===== src/rtl/truth_table_sweep.sv =====
// truth_table_sweep
//
// Sweeps a 3-input combinational logic stage through all eight input rows.
// For each row it holds the inputs for a settle time, samples the response
// and builds a captured truth table. It then compares that table against a
// golden table that was latched at start.
//
// Ports
//   clk_i        rising-edge clock for all state
//   rst_i        synchronous active-high reset
//   start_i      request a sweep (accepted only in IDLE)
//   abort_i      cancel an in-progress sweep
//   expected_i   golden truth table, bit 7 = row 000, bit 0 = row 111
//   in1_o..in3_o drive the stage under test, in1 = row bit 2, in3 = row bit 0
//   out_i        response of the stage under test
//   busy_o       high while a sweep is in progress
//   done_o       one-cycle pulse when a sweep completes
//   table_o      captured truth table, same bit order as expected_i
//   pass_o       captured table equals latched golden table (valid from done)
//
// Configuration macro
//   TRUTH_TABLE_SWEEP_SYNC_EN  when defined, out_i passes through a two-flop
//                              synchronizer before capture. Each settle
//                              phase then lasts two extra cycles to cover
//                              the synchronizer delay.

module truth_table_sweep #(
    parameter int unsigned SETTLE_CYCLES = 4
) (
    input  logic       clk_i,
    input  logic       rst_i,
    input  logic       start_i,
    input  logic       abort_i,
    input  logic [7:0] expected_i,
    output logic       in1_o,
    output logic       in2_o,
    output logic       in3_o,
    input  logic       out_i,
    output logic       busy_o,
    output logic       done_o,
    output logic [7:0] table_o,
    output logic       pass_o
);

    typedef enum logic [1:0] {
        IDLE,
        SETTLE,
        SAMPLE,
        FINISH
    } state_e;

    // Nine bits so that 255 settle cycles plus the synchronizer allowance fit.
`ifdef TRUTH_TABLE_SWEEP_SYNC_EN
    localparam logic [8:0] CNT_LOAD = 9'(SETTLE_CYCLES + 2);
`else
    localparam logic [8:0] CNT_LOAD = 9'(SETTLE_CYCLES);
`endif

    state_e     state_q, state_d;
    logic [2:0] row_q, row_d;
    logic [8:0] settleCnt_q, settleCnt_d;
    logic [7:0] table_q, table_d;
    logic       pass_q, pass_d;
    logic [7:0] expLatched_q, expLatched_d;
    logic       sampleBit;

`ifdef TRUTH_TABLE_SWEEP_SYNC_EN
    logic syncA_q, syncB_q;

    // Two-flop synchronizer on the response; both stages clear on reset.
    always_ff @(posedge clk_i) begin
        if (rst_i) begin
            syncA_q <= 1'b0;
            syncB_q <= 1'b0;
        end else begin
            syncA_q <= out_i;
            syncB_q <= syncA_q;
        end
    end

    assign sampleBit = syncB_q;
`else
    assign sampleBit = out_i;
`endif

    // State and datapath registers.
    always_ff @(posedge clk_i) begin
        if (rst_i) begin
            state_q      <= IDLE;
            row_q        <= 3'd0;
            settleCnt_q  <= 9'd0;
            table_q      <= 8'h00;
            pass_q       <= 1'b0;
            expLatched_q <= 8'h00;
        end else begin
            state_q      <= state_d;
            row_q        <= row_d;
            settleCnt_q  <= settleCnt_d;
            table_q      <= table_d;
            pass_q       <= pass_d;
            expLatched_q <= expLatched_d;
        end
    end

    // Next-state logic. Abort is checked before any table write so that a
    // cancelled sample never lands. In IDLE, abort also blocks start.
    always_comb begin
        state_d      = state_q;
        row_d        = row_q;
        settleCnt_d  = settleCnt_q;
        table_d      = table_q;
        pass_d       = pass_q;
        expLatched_d = expLatched_q;

        case (state_q)
            IDLE: begin
                if (start_i && !abort_i) begin
                    expLatched_d = expected_i;
                    row_d        = 3'd0;
                    table_d      = 8'h00;
                    pass_d       = 1'b0;
                    settleCnt_d  = CNT_LOAD;
                    state_d      = SETTLE;
                end
            end
            SETTLE: begin
                if (abort_i) begin
                    state_d = IDLE;
                end else begin
                    settleCnt_d = settleCnt_q - 9'd1;
                    if (settleCnt_q == 9'd1) begin
                        state_d = SAMPLE;
                    end
                end
            end
            SAMPLE: begin
                if (abort_i) begin
                    state_d = IDLE;
                end else begin
                    table_d[3'd7 - row_q] = sampleBit;
                    if (row_q == 3'd7) begin
                        // Compare using the table that includes this last sample.
                        pass_d  = (table_d == expLatched_q);
                        state_d = FINISH;
                    end else begin
                        row_d       = row_q + 3'd1;
                        settleCnt_d = CNT_LOAD;
                        state_d     = SETTLE;
                    end
                end
            end
            FINISH: begin
                state_d = IDLE;
            end
            default: begin
                state_d = IDLE;
            end
        endcase
    end

    // The stage inputs are driven only while a row is active.
    always_comb begin
        busy_o = (state_q == SETTLE) || (state_q == SAMPLE);
        done_o = (state_q == FINISH);
        {in1_o, in2_o, in3_o} = busy_o ? row_q : 3'b000;
    end

    assign table_o = table_q;
    assign pass_o  = pass_q;

endmodule

===== config.mk =====
export PLATFORM = sky130hd
export DESIGN_NAME = truth_table_sweep
export DESIGN_NICKNAME = d
export VERILOG_FILES = /design/src/rtl/truth_table_sweep.sv
export SDC_FILE = /design/constraint.sdc
export NUM_CORES = 1
export LEC_CHECK = 0
export BUFFER_PORTS_ARGS = -buffer_cell sky130_fd_sc_hd__buf_2
export CORE_MARGIN = 2
export CORE_UTILIZATION = 50
export CTS_BUF_LIST = sky130_fd_sc_hd__clkbuf_16
export DETAILED_ROUTE_END_ITERATION = 6
export GPL_ROUTABILITY_DRIVEN = 0
export HOLD_SLACK_MARGIN = 0.15
export PLACE_DENSITY = 0.71
export SKIP_CTS_REPAIR_TIMING = 1
export SLEW_MARGIN = 20
export SYNTH_ARGS = -nofsm -noshare
export SYNTH_HDL_FRONTEND = slang
export SYNTH_SLANG_ARGS = --single-unit

===== constraint.sdc =====
create_clock -name clk_i -period 2.8 [get_ports clk_i]
set_clock_uncertainty 0.15 [all_clocks]
set_input_delay 0.56 -clock clk_i [delete_from_list [all_inputs] [get_ports clk_i]]
set_output_delay 0.56 -clock clk_i [all_outputs]
set_load 0.02 [all_outputs]

* Yosys cells after proc, flatten, opt, wreduce, memory -nomap -nowiden
Cells that the tools add are included.
** Word-level totals
- Flip-flop bits (word level) :: 31
- Bits of input ports :: 13
** Operators by class
- Add/sub/neg operators :: 3
- $lt $le $gt $ge :: 2
- Equal/unequal tests :: 12
- Multiplexer cells :: 26
- Reduce and logical (&&, ||, !) cells :: 13
** Operator list (number)
- 9-bit two-way mux :: 4
- 9-bit case mux with 3 select lines :: 1
- 8-bit two-way mux :: 2
- 8-bit case mux with 2 select lines :: 1
- 3-bit two-way mux :: 4
- 2-bit two-way mux :: 5
- 2-bit != test, second input constant :: 5
- 9-bit by 1-bit == test with 1-bit output, second input constant :: 1
- 9-bit by 1-bit subtractor with 9-bit output, second input constant :: 1
- 8-bit bitwise mux :: 1
- 8-bit == test :: 1
- 2-bit case mux with 4 select lines :: 1
- 4-bit AND reduction :: 2
- 3-bit case mux with 2 select lines :: 1
- 5-bit AND reduction :: 1
- 2-bit == test, second input constant :: 2
- 3-bit by 4-bit < comparator with 1-bit output, second input constant :: 1
- 1-bit two-way mux :: 4
- 2-bit AND reduction :: 2
- 3-bit by 1-bit adder with 3-bit output, second input constant :: 1
- 1-bit demux with 3-bit select :: 1
- 3-bit == test, second input constant :: 1
- 3-bit by 1-bit greater-or-equal comparator with 1-bit output, second input constant :: 1
- 3-bit != test, second input constant :: 1
- 10 further kinds :: 11

* Logic depth before layout (Yosys ltp)
- Word-level depth :: 10
- Depth in mapped cells :: 9

* Worst setup path after synthesis
Ideal clock, no wire load.
- Kind :: reg-to-reg
- Start :: register state_q[0]
- End :: register settleCnt_q[6]
- Arrival time :: 2.034 ns
- Setup slack :: 0.546 ns
- Cell stages (with the launch flop) :: 9
- Path buffers :: 1
- Clock period less this slack :: 2.254 ns
- Cell sequence :: dfxtp_1 -> inv_1 -> ha_1 -> buf_2 -> a21o_1 -> a211oi_4 -> nand3_1 -> or4_1 -> a21oi_1
** Between the ends
- Word-level cells in the longest chain between the ends :: 3
- Elaborated cells on any way between the ends :: 10
- Those cells by class :: eq/ne: 6; mux: 1; reduce/logical: 3
** Ends and longest elaborated chain
- start: declaration :: line 59 : state_e state_q, state_d;
- start signal: assignment :: line 96 : state_q <= state_d;
- 2-bit by 1-bit == test with 1-bit output, or another cell as far along :: line 115 : case (state_q)
- 2-bit != test (no source line) or 3-bit nonzero test (tied branches)
- 5-bit AND reduction (no source line)
- end signal: assignment :: line 98 : settleCnt_q <= settleCnt_d;
- end: declaration :: line 61 : logic [8:0] settleCnt_q, settleCnt_d;
Parallel ways exist; a longest one is shown, timed or not.
A chain may end at the register's enable or synchronous reset.

* Worst setup path in the final report
- Start :: register state_q[0]
- End :: register pass_q (netlist: pass_o)
** Between the ends
- Word-level cells in the longest chain between the ends :: 3
- Elaborated cells on any way between the ends :: 8
- Those cells by class :: eq/ne: 4; mux: 1; reduce/logical: 3
** Ends and longest elaborated chain
- 2-bit == test or 2-bit logical NOT (tied branches) :: line 115
- 2-bit != test (no source line) or 2-bit nonzero test (tied branches)
- 4-bit AND reduction (no source line)
- end signal: assignment :: line 100 : pass_q <= pass_d;
- end: declaration :: line 63 : logic pass_q, pass_d;
Parallel ways exist; a longest one is shown, timed or not.

==> metrics.md <==
| Metric | Value |
|---|---|
| Final HPWL DP | 2880 µm |
| Synth unique cells | between 40 and 50 |
| Syn-to-layout area delta | 17.5% |
| Sequential element share of the synthesized area | roughly a third |
| Clock-pin slew on the worst setup and hold paths | 0.05 ns |
| Vias | between 1500 and 2000 |
| Critical path startpoint category | flop |
| Crit Path Class | flop to flop |
| Clk Latency, worst-skew pair | between 0.2 and 0.3 ns |
| Fin Setup TNS | 0 ns |
| Seq cells post-synth | 31 |
| Num CTS Buffers | 5 |
| GRT Total Usage | a little over a fifth |
| Max-slew headroom | 54.3% |
| # setup viols final | 0 |
| Worst reg2reg path startpoint | state_q[0]$_SDFFE_PP0P_ |
| Sink Count | 31 |
| Fin crit period | 2.45 ns |
| Mapped Area | ~0.0018 mm² |
| Register area | just over 600 µm² |
| Yosys top cell area share | between 30% and 40% |
| Initial DRC count | about 130 |
| Post-synth EDFFs | 0 |
| CTS tree | built |
| Leading area contributor after synthesis | dfxtp_1 |
| First drt pass iteration count | 4 |
| Initial antenna violation count | 0 |
| Tightest Hold Check Type | flop to flop |
| Post-layout util | around 63% |
| Largest stage delay on the critical path | roughly 0.5 ns |
| Clock buffer depth | 2 |
| Max Clk Rate | approximately 0.41 GHz |
| Grt total ovfl | 0 |
| Die Footprint | a little over 0.004 mm² |
| Hold Fails Final Rpt | 0 |
| Worst EP required | 2.84 ns |
| Die H | 64.3 µm |
| Worst reg2reg path endpoint | pass_o$_SDFFE_PP0P_ |
| Fillers | about 300 |
| Synth Warn # | 0 |
| Reg2reg setup slack | 0.35 ns |
| Row cnt | 21 |
| Root buf cell | clkbuf_16 |
| H-tree Lvls | 2 |
| Syn avg cell area | slightly below 9 µm² |
| Slowest stage cell, crit path | or4_1 |
| Top_reg_cell synth | dfxtp_1 |
| Largest fanout on the critical path | 7 |
| Starting density of the core | between 50% and 60% |
| Max Cap Viol | 0 |
| Via density | roughly 5.5 |
| Vias in the first global route | between 1000 and 1500 |
| Syn Inst Count | about 210 |
| Min-Delay Startpoint | settleCnt_q[6]$_SDFFE_PP0P_ |
| Worst R2R Path Depth | 7 |
| IO buf count | 26 |
| Ant. Diodes | 0 |
| Hold Path Depth | 2 |
| Pin count of the biggest net entering global routing | 25 |
| Final ANT Viol Nets | 0 |
| Post-Syn Nets | 230 |
| Share of cells above drive strength 1 | between 10% and 20% |
| Slew Limit Fails | 0 |
| Post-Route WL | 4090 µm |
| Async set or reset register ratio after synthesis | 0% |
| Critical Path, Cell by Cell | inv_1 -> ha_1 -> nand2b_1 -> a2111oi_0 -> o2111ai_1 -> or4_1 -> o31ai_1 |
| Avg WL per Cell | around 14 µm |
| Worst path arrival time | 2.49 ns |
| Max VDD drop | approximately 0.00042 V |
| Power per Cell Area | roughly 600 mW/mm² |
| Worst Hold Endpoint | settleCnt_q[6]$_SDFFE_PP0P_ |
| IO Pins | 27 |
| Worst-Margin Slew | roughly 0.7 ns |
| LEAKAGE | 0.972 nW |
| Area contributors post-synth | dfxtp_1, mux2i_1, nor2_1, ha_1, xor2_1 |
| Critical path endpoint category | flop |
| Total power | 1.29 mW |
| DRC Markers | 0 |
| Chip width | approximately 64 µm |
| Hold_ws | about 0.33 ns |
| Fin crit share | between 80 and 90% |
| First-pass GRT wire length | 6870 µm |
| Outcome | finished, final reports clean |
| Area of the core | around 0.0034 mm² |
| Post-layout nets | 258 |
| RSZ-0062 raised after global routing | no |
| Footprint of the multi-input gates | 0.00112 mm² |
[kinds of logic (layout without fill, tap and decap cells)]
kind of cell	Yosys count	count (layout)	share of synthesized area, %
AO/OA/AOI/OAI	48	48	20.6
multiplexers	13	13	7.16
AND/OR/NAND/NOR	77	77	22.1
adder cells (fa/ha/maj)	9	9	6.19
XOR/XNOR	12	12	5.78
flip-flops	31	31	34.1
buffers and inverters	18	47	3.99
[area by class of cell]
| type | count | area share [%] |
|---|---|---|
| multi-input cells | 159 | 52.6 |
| flip-flops and latches | 31 | 29.0 |
| repair buffers | 30 | 7.49 |
| clock buffers | 5 | 5.85 |
| well taps | 46 | 2.69 |
| inverters | 9 | 1.58 |
| clock inverters | 3 | 0.703 |
[report_power, final]
group,switching [mW],internal [mW]
Clock,0.186,0.322
Combinational,0.151,0.117
Sequential,0.0344,0.478
[cell usage after synthesis, types with 2 or more instances]
cell       number
nor3b_1         4
o31ai_1         2
ha_1            9
nand3_1         5
a211oi_1        3
buf_2           4
nand2b_1        3
nor2b_1         2
nand4b_1        2
nand4_1         2
mux2i_1        13
nand2_1         8
o21ai_0         3
a21oi_1         6
o311ai_0        3
a21o_1         10
or4_1           3
xor2_1         10
o211ai_1        2
clkbuf_1        4
xnor2_1         2
a32o_1          2
and2_1          3
a2bb2oi_1       7
and3b_1         2
dfxtp_1        31
inv_1           8
a22oi_1         2
nor3_1          2
nand3b_1        6
nor2_1         32
[sequential cells by signal, indices dropped and copies added, names as in the netlist]
register	count
settleCnt_q	9
pass_o	1
state_q	2
expLatched_q	8
table_o	8
row_q	3
[placed cells by master, fill, tap and decap left out, drive strengths merged, types with 3 or more instances in the layout]
master   count
a211oi       4
a21o        10
a21oi        6
a2bb2oi      7
and2         3
buf         30
clkbuf       5
dfxtp       31
ha           9
inv          9
mux2i       13
nand2        8
nand2b       3
nand3        5
nand3b       6
nor2        32
nor3b        4
o21ai        3
o311ai       3
or4          3
xor2        10
[how the worst max path moves through the flow]
stage,cells past startpoint,endpoint,startpoint,slack [ns]
6_report,7,pass_o$_SDFFE_PP0P_,state_q[0]$_SDFFE_PP0P_,0.35
5_1_grt,7,pass_o$_SDFFE_PP0P_,state_q[0]$_SDFFE_PP0P_,0.19
2_1_floorplan,8,settleCnt_q[6]$_SDFFE_PP0P_,state_q[0]$_SDFFE_PP0P_,0.55
3_5_place_dp,6,pass_o$_SDFFE_PP0P_,abort_i,0.31
4_1_cts,7,pass_o$_SDFFE_PP0P_,state_q[0]$_SDFFE_PP0P_,0.34
3_3_place_gp,6,pass_o$_SDFFE_PP0P_,abort_i,0.41
[worst max-delay path: cells and delay by family (launching register included)]
kind | cells | cell delay, ns
compound gates | 3 | 0.82
buf+inv | 1 | 0.12
fa+ha+maj | 1 | 0.31
simple gates | 2 | 0.64
flops | 1 | 0.32
[routing by layer]
metal / vias to the layer above / wire length [µm] / track usage (%)
li1: 810 / - / -
met4: 0 / 47 / 8.51
met1: 714 / 2160 / 31.6
met5: - / 0 / 0
met3: 6 / 173 / 4.05
met2: 38 / 1710 / 30.3
[per-stage QoR]
step,area (µm²),worst slack (ns),cells
after floorplan,1820,0.546,208
after global placement,2000,0.408,275
after detailed placement,2000,0.315,275
after CTS,2140,0.344,283
after global routing,2140,0.193,283
final,2140,0.353,283
No activity file was read; power rests on OpenSTA's default activity.
